**src/rtl/keyboard_common.sv**
```systemverilog
// rtl/keyboard_common.sv - shared keyboard types, set-2 scancodes and helpers
package keyboard_common;

  typedef logic [7:0] ascii_t;

  typedef struct packed {
    logic       is_break;
    logic       is_extended;
    logic [7:0] keycode;
  } kbd_event_t;

  localparam logic [7:0] SC_LSHIFT   = 8'h12;
  localparam logic [7:0] SC_RSHIFT   = 8'h59;
  localparam logic [7:0] SC_CTRL     = 8'h14;
  localparam logic [7:0] SC_CAPS     = 8'h58;
  localparam logic [7:0] SC_ENTER    = 8'h5A;
  localparam logic [7:0] SC_KP_SLASH = 8'h4A;

  function automatic logic is_letter(ascii_t c);
    return ((c >= 8'h41) && (c <= 8'h5A)) || ((c >= 8'h61) && (c <= 8'h7A));
  endfunction

endpackage

```
**src/rtl/kbd_keymap_rom.sv**
```systemverilog
// rtl/kbd_keymap_rom.sv - set-2 keycode to {unshifted, shifted} ASCII table
module kbd_keymap_rom
  import keyboard_common::*;
(
  input  logic [7:0] keycode_i,
  output ascii_t     unshifted_o,
  output ascii_t     shifted_o
);

  logic [15:0] pair;

  always_comb begin
    pair = 16'h0000;
    case (keycode_i)
      8'h1C: pair = {"a", "A"};
      8'h32: pair = {"b", "B"};
      8'h21: pair = {"c", "C"};
      8'h23: pair = {"d", "D"};
      8'h24: pair = {"e", "E"};
      8'h2B: pair = {"f", "F"};
      8'h34: pair = {"g", "G"};
      8'h33: pair = {"h", "H"};
      8'h43: pair = {"i", "I"};
      8'h3B: pair = {"j", "J"};
      8'h42: pair = {"k", "K"};
      8'h4B: pair = {"l", "L"};
      8'h3A: pair = {"m", "M"};
      8'h31: pair = {"n", "N"};
      8'h44: pair = {"o", "O"};
      8'h4D: pair = {"p", "P"};
      8'h15: pair = {"q", "Q"};
      8'h2D: pair = {"r", "R"};
      8'h1B: pair = {"s", "S"};
      8'h2C: pair = {"t", "T"};
      8'h3C: pair = {"u", "U"};
      8'h2A: pair = {"v", "V"};
      8'h1D: pair = {"w", "W"};
      8'h22: pair = {"x", "X"};
      8'h35: pair = {"y", "Y"};
      8'h1A: pair = {"z", "Z"};
      8'h16: pair = {"1", "!"};
      8'h1E: pair = {"2", "@"};
      8'h26: pair = {"3", "#"};
      8'h25: pair = {"4", "$"};
      8'h2E: pair = {"5", "%"};
      8'h36: pair = {"6", "^"};
      8'h3D: pair = {"7", "&"};
      8'h3E: pair = {"8", "*"};
      8'h46: pair = {"9", "("};
      8'h45: pair = {"0", ")"};
      8'h0E: pair = {8'h60, 8'h7E};
      8'h4E: pair = {"-", "_"};
      8'h55: pair = {"=", "+"};
      8'h5D: pair = {8'h5C, 8'h7C};
      8'h54: pair = {"[", "{"};
      8'h5B: pair = {"]", "}"};
      8'h4C: pair = {";", ":"};
      8'h52: pair = {8'h27, 8'h22};
      8'h41: pair = {",", "<"};
      8'h49: pair = {".", ">"};
      8'h4A: pair = {"/", "?"};
      8'h29: pair = {8'h20, 8'h20};
      8'h5A: pair = {8'h0D, 8'h0D};
      8'h66: pair = {8'h08, 8'h08};
      8'h0D: pair = {8'h09, 8'h09};
      8'h76: pair = {8'h1B, 8'h1B};
      default: pair = 16'h0000;
    endcase
  end

  assign unshifted_o = pair[15:8];
  assign shifted_o   = pair[7:0];

endmodule

```
**src/rtl/kbd_ascii_decoder.sv**
```systemverilog
// rtl/kbd_ascii_decoder.sv - modifier tracking, ASCII translation and character FIFO
module kbd_ascii_decoder
  import keyboard_common::*;
#(
  parameter int FIFO_DEPTH = 16
) (
  input  logic       clk_i,
  input  logic       reset_n_i,
  input  kbd_event_t event_i,
  input  logic       valid_i,
  output logic [7:0] char_o,
  output logic       valid_o,
  input  logic       ready_i,
  output logic [2:0] mods_o,
  output logic       overflow_o,
  input  logic       clear_i
);

  localparam int AW = $clog2(FIFO_DEPTH);
  localparam logic [AW:0] PTR_ONE = (AW + 1)'(1);

  kbd_event_t ev_q;
  logic       ev_valid_q;
  logic       lshift_q, rshift_q, lctrl_q, rctrl_q, caps_held_q, caps_lock_q;
  logic       lshift_d, rshift_d, lctrl_d, rctrl_d, caps_held_d, caps_lock_d;
  ascii_t     rom_unshifted, rom_shifted, mapped, char_d, char_q;
  logic       char_valid_d, char_valid_q;
  logic       shift_held, ctrl_held, is_mod;
  ascii_t     fifo_q [FIFO_DEPTH];
  logic [AW:0] wr_ptr_q, rd_ptr_q;
  logic       empty, full, push, pop, drop, overflow_q;

  always_ff @(posedge clk_i) begin
    if (!reset_n_i) begin
      ev_valid_q <= 1'b0;
      ev_q       <= '0;
    end else begin
      ev_valid_q <= valid_i;
      ev_q       <= event_i;
    end
  end

  always_comb begin
    lshift_d    = lshift_q;
    rshift_d    = rshift_q;
    lctrl_d     = lctrl_q;
    rctrl_d     = rctrl_q;
    caps_held_d = caps_held_q;
    caps_lock_d = caps_lock_q;
    if (ev_valid_q && !ev_q.is_extended) begin
      case (ev_q.keycode)
        SC_LSHIFT: lshift_d = !ev_q.is_break;
        SC_RSHIFT: rshift_d = !ev_q.is_break;
        SC_CTRL:   lctrl_d  = !ev_q.is_break;
        SC_CAPS: begin
          // typematic repeats arrive as makes with the held bit already set
          if (!ev_q.is_break && !caps_held_q) caps_lock_d = !caps_lock_q;
          caps_held_d = !ev_q.is_break;
        end
        default: ;
      endcase
    end
    if (ev_valid_q && ev_q.is_extended && (ev_q.keycode == SC_CTRL)) rctrl_d = !ev_q.is_break;
  end

  always_ff @(posedge clk_i) begin
    if (!reset_n_i) begin
      lshift_q    <= 1'b0;
      rshift_q    <= 1'b0;
      lctrl_q     <= 1'b0;
      rctrl_q     <= 1'b0;
      caps_held_q <= 1'b0;
      caps_lock_q <= 1'b0;
    end else begin
      lshift_q    <= lshift_d;
      rshift_q    <= rshift_d;
      lctrl_q     <= lctrl_d;
      rctrl_q     <= rctrl_d;
      caps_held_q <= caps_held_d;
      caps_lock_q <= caps_lock_d;
    end
  end

  kbd_keymap_rom u_keymap (
    .keycode_i   (ev_q.keycode),
    .unshifted_o (rom_unshifted),
    .shifted_o   (rom_shifted)
  );

  assign shift_held = lshift_q | rshift_q;
  assign ctrl_held  = lctrl_q | rctrl_q;
  assign is_mod     = (ev_q.keycode == SC_LSHIFT) || (ev_q.keycode == SC_RSHIFT) ||
                      (ev_q.keycode == SC_CTRL)   || (ev_q.keycode == SC_CAPS);

  // lookup uses modifier registers before this event's own update lands
  always_comb begin
    mapped = 8'h00;
    if (ev_q.is_break) begin
      mapped = 8'h00;
    end else if (ev_q.is_extended) begin
      if (ev_q.keycode == SC_ENTER)         mapped = 8'h0D;
      else if (ev_q.keycode == SC_KP_SLASH) mapped = 8'h2F;
    end else if (!is_mod) begin
      if (is_letter(rom_unshifted)) mapped = (shift_held ^ caps_lock_q) ? rom_shifted : rom_unshifted;
      else                          mapped = shift_held ? rom_shifted : rom_unshifted;
    end
    char_d       = (ctrl_held && (mapped >= 8'h40) && (mapped <= 8'h7F)) ? (mapped & 8'h1F) : mapped;
    char_valid_d = ev_valid_q && (mapped != 8'h00);
  end

  always_ff @(posedge clk_i) begin
    if (!reset_n_i) begin
      char_valid_q <= 1'b0;
      char_q       <= 8'h00;
    end else begin
      char_valid_q <= char_valid_d;
      char_q       <= char_d;
    end
  end

  assign empty = (wr_ptr_q == rd_ptr_q);
  assign full  = (wr_ptr_q[AW] != rd_ptr_q[AW]) && (wr_ptr_q[AW-1:0] == rd_ptr_q[AW-1:0]);
  assign pop   = !empty && ready_i;
  assign push  = char_valid_q && (!full || pop);
  assign drop  = char_valid_q && full && !pop;

  always_ff @(posedge clk_i) begin
    if (!reset_n_i || clear_i) begin
      wr_ptr_q   <= '0;
      rd_ptr_q   <= '0;
      overflow_q <= 1'b0;
    end else begin
      if (push) wr_ptr_q <= wr_ptr_q + PTR_ONE;
      if (pop)  rd_ptr_q <= rd_ptr_q + PTR_ONE;
      if (drop) overflow_q <= 1'b1;
    end
  end

  always_ff @(posedge clk_i) begin
    if (reset_n_i && !clear_i && push) fifo_q[wr_ptr_q[AW-1:0]] <= char_q;
  end

  assign valid_o    = !empty;
  assign char_o     = empty ? 8'h00 : fifo_q[rd_ptr_q[AW-1:0]];
  assign mods_o     = {caps_lock_q, ctrl_held, shift_held};
  assign overflow_o = overflow_q;

endmodule

```
**config.mk**
```make
export PLATFORM = sky130hd
export DESIGN_NAME = kbd_ascii_decoder
export DESIGN_NICKNAME = d
export VERILOG_FILES = /design/src/rtl/keyboard_common.sv /design/src/rtl/kbd_keymap_rom.sv /design/src/rtl/kbd_ascii_decoder.sv
export SDC_FILE = /design/constraint.sdc
export NUM_CORES = 1
export LEC_CHECK = 0
export CORE_UTILIZATION = 58
export CTS_BUF_LIST = sky130_fd_sc_hd__clkbuf_4 sky130_fd_sc_hd__clkbuf_8
export DETAILED_ROUTE_END_ITERATION = 10
export HOLD_SLACK_MARGIN = 0.1
export PLACE_DENSITY_LB_ADDON = 0.3
export SLEW_MARGIN = 20
export SYNTH_ARGS = -nofsm -noshare
export SYNTH_HDL_FRONTEND = slang
export SYNTH_HIERARCHICAL = 1
export SYNTH_SLANG_ARGS = --single-unit
```
**constraint.sdc**
```tcl
create_clock -name clk_i -period 3.5 [get_ports clk_i]
set_input_delay 0.525 -clock clk_i [delete_from_list [all_inputs] [get_ports clk_i]]
set_output_delay 0.525 -clock clk_i [all_outputs]
set_load 0.01 [all_outputs]
```
==> results of run 1 <==
-- Yosys cell counts, types with 11 or more instances --
cell | number | area share, %
a21oi_1 | 32 | 1.9
and2_1 | 21 | 1.6
buf_2 | 16 | 0.96
buf_4 | 11 | 0.99
clkbuf_1 | 15 | 0.67
dfxtp_1 | 41 | 9.8
edfxtp_1 | 128 | 46
ha_1 | 13 | 1.9
inv_1 | 20 | 0.90
mux2i_1 | 11 | 1.3
mux4_2 | 41 | 11
nand2_1 | 47 | 2.1
nand2b_1 | 14 | 1.0
nand3_1 | 17 | 1.0
nor2_1 | 61 | 2.7
nor2b_1 | 18 | 1.3
nor3_1 | 14 | 0.84
o21ai_0 | 25 | 1.5
-- final cells by class --
cell class                 count  share of cell area (%)
multi-input combinational    437                    35.6
sequential                   169                    46.2
clock buffer                  17                    2.31
inverter                      23                   0.891
tap                          180                    2.23
timing repair buffer         120                    10.8
clock inverter                15                    1.93
-- sequential cells by signal (all words and copies together) (netlist names), named ones only --
name / count
ev_q: 10
rd_ptr_q: 5
rctrl_q: 1
caps_held_q: 1
char_q: 8
caps_lock_q: 1
fifo_q: 128
ev_valid_q: 1
overflow_o: 1
wr_ptr_q: 5
rshift_q: 1
lshift_q: 1
lctrl_q: 1
char_valid_q: 1
-- cells by family (layout without fill, tap and decap cells) --
group           Yosys count  in the layout  share of synthesized area (%)
simple gates            221            221                           13.2
flops                   169            169                           55.8
compound gates          128            128                           10.3
buf+inv                  67            175                           3.83
mux                      54             54                           12.7
xor+xnor                 19             19                           2.22
fa+ha+maj                13             13                           1.95
other cells               1              2                         0.0449
-- power breakdown --
part,internal [mW],switching [mW]
Combinational,0.190,0.243
Sequential,2.16,0.0301
Clock,0.626,0.836
-- per-layer routing --
layer | vias to the layer above | global-route usage, % | part of all wire [%]
li1 | 2721 | - | -
met1 | 3076 | 36.1 | 36
met2 | 371 | 56.7 | 52
met3 | 102 | 5.15 | 6.3
met4 | 0 | 17.3 | 5.5
met5 | - | 0 | 0
-- worst min-delay path: stages (launching register included) --
cell and delay [ns]:
dfxtp_1 0.34, a21oi_1 0.04, nor2_1 0.07
-- worst max path at each step --
stage / slack [ns] / from / cells after the start / end
global placement: -0.02 / ev_q[0] / 15 / char_q[0]
finish: -0.009 / ev_q[1] / 15 / char_q[3]
detailed placement: -0.11 / ev_q[0] / 14 / char_valid_q
global route: -0.17 / ev_q[1] / 17 / char_q[3]
floorplan: 0.01 / ev_q[1] / 16 / char_q[5]
CTS: 0.008 / ev_q[0] / 16 / char_valid_q
-- what timing repair did --
| action | 4_1_cts | 5_1_grt |
|---|---|---|
| setup endpoints to repair | 12 | 10 |
| cloned | 0 | 2 |
| resized for setup | 15 | 52 |
| setup buffers | 0 | 10 |
| pin swaps | 2 | 23 |
-- stage by stage --
| stage | setup slack (ns) | cells | power (mW) | TNS [ns] |
|---|---|---|---|---|
| 2_1_floorplan | 0.0129 | 673 | 2.44 | 0 |
| 5_1_grt | -0.174 | 961 | 4.19 | -0.880 |
| 3_3_place_gp | -0.0211 | 917 | 2.60 | -0.0386 |
| 3_5_place_dp | -0.108 | 917 | 2.60 | -0.346 |
| 6_report | -0.00899 | 961 | 4.08 | -0.00899 |
| 4_1_cts | 0.00773 | 949 | 4.02 | 0 |
==> impl_metrics.py, run 1 <==
metrics = {
    "outcome": {
        "status": "finished with violations",
        "violations": "setup timing",
    },
    "route": {
        "dr_total_vias": 6270,
        "ant_nets": 0,
        "drtPass1Iterations": 5,
        "post_drt_wl_per_cell_um": 24.8,
        "viasPerCell": 6.52,
        "post-route-drc-count": 0,
        "drt-initial-drc-count": 690,
        "wl_um": 23900,
    },
    "global_routing": {
        "grt_pass1_wl_um": 34400,
        "overflow": 0,
        "antenna_found_initial": 0,
        "first_global_vias": 6104,
        "grt_max_degree": 42,
        "grtUsageTotal_pct": 31.7,
    },
    "clock_network": {
        "clkLatencyLatePin_ns": 0.45,
        "postCtsHoldBufs": 0,
        "numCtsBuffers": 17,
        "cts.sinks": 169,
        "cts-root-buf": "clkbuf_8",
        "cts_buffer_depth": 2,
        "htreeDepth": 4,
        "clk_pin_slew_ns": 0.11,
        "cts_tree": "yes",
    },
    "final_layout": {
        "multi_input_area_um2": 3600,
        "final_cell_mix": "128 x edfxtp_1, 80 x buf_4, 60 x nor2_1",
        "areaGrowthSynthToFinish_pct": 21.0,
        "drive_above_1_share_pct": 28.2,
        "regArea_um2": 4680,
        "final_common_cell": "edfxtp_1",
        "fillers": 923,
        "finish.utilization_pct": 72.3,
        "stdcell_area_um2": 10100,
        "antenna-diode-count": 0,
        "fin_nets": 796,
    },
    "place": {
        "routabilityCongestion": 0.964,
        "portBuffers": 27,
        "hpwl_um": 16400,
        "placed_area_um2": 9290,
    },
    "sta": {
        "fin_crit_sh_pct": 100,
        "fin_crit_ns": 3.51,
        "max_slew.worst_pin.slew_ns": 0.880,
        "hold_viol_final": 0,
        "finalMaxSlewViolations": 0,
        "hold_ws_ns": 0.492,
        "postLayoutSetupSlackWorst_ns": -0.00899,
        "setup_viol": 1,
        "finClkSkew_ns": 0.0239,
        "max-slew-margin-rel_pct": 41.1,
        "max_freq_mhz": 285,
    },
    "setup_path": {
        "start_kind": "flip-flop",
        "critical_path_required_ns": 3.83,
        "crit_buf_inv": 3,
        "critPathMostFrequentCell": "buf_6",
        "path_class": "flip-flop to flip-flop",
        "reg2reg_depth": 15,
        "r2r_slack_ns": -0.009,
        "critPathMaxStageDelay_ns": 0.57,
        "r2r_end": "char_q[3]",
        "end_kind": "flip-flop",
        "crit_chain": "clkinvlp_4 > ha_4 > nor3b_4 > o221ai_1 > nand4_1 > nand3_2 > or4_4 > o21ai_4 > nor4b_4 > xnor2_4 > buf_6 > buf_6 > mux2i_1 > o21ai_0 > and2_1",
        "cp_data_arrival_time_ns": 3.84,
        "rr_startpoint": "ev_q[1]",
        "crit_family": "simple AND/OR/NAND/NOR gates",
        "slowest_stage": "or4_4",
        "path_max_fanout": 4,
    },
    "synth": {
        "synthCells": 672,
        "async_flop_share_pct": 0,
        "ys_warn_count": 6,
        "synth.distinct_cells": 70,
        "syn_avg_cell_area_um2": 12.4,
        "synthFlopType": "edfxtp_1",
        "synth_seq_area_share_pct": 55.8,
        "ys_ff_latch": 169,
        "synth-edff-count": 128,
        "syn_area_um2": 8360,
    },
    "die": {
        "die_w_um": 122,
        "ios": 28,
        "fp.coreArea_um2": 14000,
        "rows": 43,
        "start_util_pct": 59.8,
        "die-area_um2": 14900,
        "die_h_um": 122,
    },
    "power": {
        "p_leak_nw": 3.55,
        "irDropWorstVdd_v": 0.000290,
        "power_density_nw_per_um2": 404,
    },
    "min_path": {
        "hold_start": "overflow_o",
        "holdPathStages": 2,
        "min_to": "overflow_o",
        "hp-class": "flip-flop to flip-flop",
    },
    "job": {
        "maxCapViolCount": 0,
    },
}
(Power assumes the default switching activity.)
==> run 2: changes to the inputs <==
--- a/config.mk
+++ b/config.mk
@@ -5,7 +5,9 @@
 export SDC_FILE = /design/constraint.sdc
 export NUM_CORES = 1
 export LEC_CHECK = 0
-export CORE_UTILIZATION = 58
+export CELL_PAD_IN_SITES_DETAIL_PLACEMENT = 0
+export CELL_PAD_IN_SITES_GLOBAL_PLACEMENT = 1
+export CORE_UTILIZATION = 48
 export CTS_BUF_LIST = sky130_fd_sc_hd__clkbuf_4 sky130_fd_sc_hd__clkbuf_8
 export DETAILED_ROUTE_END_ITERATION = 10
 export HOLD_SLACK_MARGIN = 0.1
==> run 2 against run 1 <==
Net effect:
- the flow now finishes without violations
- maximum frequency is 3.2% higher
- global-route usage decreased by 5.1 points
- cell count rose by 6.0%
- flip-flop and latch count unchanged
- first-iteration DRC count fell by 26%
- largest cell class unchanged
==> impl_metrics.py, run 2 (synthesis results as in run 1) <==
metrics = {
    "sta": {
        "fin_crit_ns": 3.40,
        "setup_viol": 0,
        "hold_viol_final": 0,
        "max_freq_mhz": 294,
        "finalSetupTns_ns": 0,
        "fin_crit_sh_pct": 97.2,
        "max_slew.worst_pin.slew_ns": 0.674,
        "finalMaxSlewViolations": 0,
        "finClkSkew_ns": 0.00781,
        "max-slew-margin-rel_pct": 54.5,
    },
    "min_path": {
        "holdPathStages": 2,
        "hp-class": "flip-flop to flip-flop",
    },
    "setup_path": {
        "path_max_fanout": 5,
        "path_class": "flip-flop to flip-flop",
        "rr_startpoint": "ev_q[0]",
        "cp_data_arrival_time_ns": 3.75,
        "reg2reg_depth": 15,
        "end_kind": "flip-flop",
        "critPathMaxStageDelay_ns": 0.55,
        "critical_path_required_ns": 3.85,
        "slowest_stage": "or4_4",
        "crit_family": "compound AO/OA/AOI/OAI gates",
        "critPathMostFrequentCell": "nor2_1",
        "r2r_slack_ns": 0.1,
        "crit_end": "char_q[1]",
        "r2r_end": "char_q[1]",
        "critPathLaunch": "ev_q[0]",
        "path_depth": 15,
        "crit_buf_inv": 2,
        "crit_chain": "inv_2 > ha_2 > nand2b_1 > buf_6 > o211a_1 > nor2_1 > o31ai_2 > o21ai_2 > or4_4 > o21ai_4 > nor4b_4 > xnor2_4 > mux2_2 > a21oi_1 > nor2_1",
        "start_kind": "flip-flop",
    },
    "global_routing": {
        "grt_pass1_wl_um": 34900,
        "overflow": 0,
        "grtUsageTotal_pct": 26.6,
        "antenna_found_initial": 0,
        "first_global_vias": 6168,
        "grt_max_degree": 33,
    },
    "place": {
        "portBuffers": 27,
        "hpwl_um": 16700,
        "routabilityCongestion": 0.952,
    },
    "die": {
        "fp.coreArea_um2": 16800,
        "die_h_um": 134,
        "ios": 28,
        "start_util_pct": 49.7,
        "die-area_um2": 17900,
        "rows": 47,
        "die_w_um": 134,
    },
    "final_layout": {
        "final_cell_mix": "128 x edfxtp_1, 102 x buf_4, 59 x nor2_1",
        "final_common_cell": "edfxtp_1",
        "fillers": 1411,
        "regArea_um2": 4670,
        "drive_above_1_share_pct": 28.0,
        "multi_input_area_um2": 3510,
        "fin_nets": 814,
        "antenna-diode-count": 0,
        "largest_register_ffs": 128,
        "areaGrowthSynthToFinish_pct": 21.0,
    },
    "power": {
        "power_density_nw_per_um2": 390,
        "total_power_mw": 3.95,
        "irDropWorstVdd_v": 0.000222,
        "p_leak_nw": 3.56,
    },
    "clock_network": {
        "numCtsBuffers": 17,
        "htreeDepth": 4,
        "cts_buffer_depth": 2,
        "clkLatencyLatePin_ns": 0.46,
        "cts.sinks": 169,
        "cts_tree": "yes",
        "cts-root-buf": "clkbuf_8",
        "clk_pin_slew_ns": 0.10,
    },
    "route": {
        "drt-initial-drc-count": 512,
        "drtPass1Iterations": 5,
        "post-route-drc-count": 0,
        "dr_total_vias": 6013,
        "post_drt_wl_per_cell_um": 22.3,
        "viasPerCell": 5.90,
        "ant_nets": 0,
        "wl_um": 22700,
    },
    "outcome": {
        "status": "completed",
    },
    "job": {
        "maxCapViolCount": 0,
    },
}
run 2: changes by cell type in the layout (fill, tap and decap cells not counted), moves of 3 or more:
cell      before  now
inv_8          8    4
clkinv_4       0    3
o21ai_0       16   23
o21ai_1        8    4
buf_4         80  102
o21ai_2        4    1
run 2: final cells by class:
type                    count  share of cell area (%)
clock buffers              17                    2.31
clock inverters            15                    1.57
inverters                  23                   0.878
multi-input cells         437                    34.7
flip-flops and latches    169                    46.2
well taps                 220                    2.72
repair buffers            138                    11.7
run 2: what timing repair did:
| item | CTS | global route |
|---|---|---|
| pin swaps | 1 | 8 |
| setup buffers | 0 | 2 |
| gates resized for setup | 3 | 31 |
| setup endpoints to repair | 6 | 8 |
| hold buffers | 0 | 0 |
run 2: worst min-delay path by stage:
stage                 startpoint    endpoint  slack (ns)
global route          overflow_o  overflow_o        0.53
finish                overflow_o  overflow_o        0.48
detailed placement    overflow_o  overflow_o        0.47
floorplan           char_valid_q  overflow_o        0.45
global placement      overflow_o  overflow_o        0.46
CTS                   overflow_o  overflow_o        0.49
run 2: metal layers:
| layer | vias up | share of wire (%) | track usage [%] |
|---|---|---|---|
| met3 | 68 | 4.2 | 4.08 |
| met2 | 227 | 52 | 47.3 |
| met4 | 0 | 4.1 | 13.7 |
| met1 | 2972 | 39 | 31.2 |
| met5 | - | 0 | 0 |
| li1 | 2746 | - | - |
run 2: tightest hold or removal path, cell delays in order (launching register included):
cell     delay [ns]
dfxtp_1        0.34
a21oi_1        0.04
nor2_1         0.07
run 2: report_power, final:
group | internal, mW | switching, mW
Sequential | 2.16 | 0.0305
Clock | 0.534 | 0.796
Combinational | 0.194 | 0.235
run 2: stage by stage:
step	instances	util [%]	hold slack [ns]	instance area [um^2]	setup slack, ns
2_1_floorplan	673	-	0.448	8370	0.0129
6_report	1019	60.2	0.483	10100	0.0996
4_1_cts	1017	59.3	0.495	9970	0.0370
5_1_grt	1019	60.2	0.526	10100	-0.0418
3_3_place_gp	985	56.9	0.456	9560	-0.0386
3_5_place_dp	985	56.9	0.466	9560	-0.0359
==> run 3: changes to the inputs <==
--- a/config.mk
+++ b/config.mk
@@ -10,7 +10,7 @@
 export CORE_UTILIZATION = 48
 export CTS_BUF_LIST = sky130_fd_sc_hd__clkbuf_4 sky130_fd_sc_hd__clkbuf_8
 export DETAILED_ROUTE_END_ITERATION = 10
-export HOLD_SLACK_MARGIN = 0.1
+export HOLD_SLACK_MARGIN = 0.06
 export PLACE_DENSITY_LB_ADDON = 0.3
 export SLEW_MARGIN = 20
 export SYNTH_ARGS = -nofsm -noshare
==> results of run 3 <==
No change in the layout: final DEF, timing and power equal those of run 2.
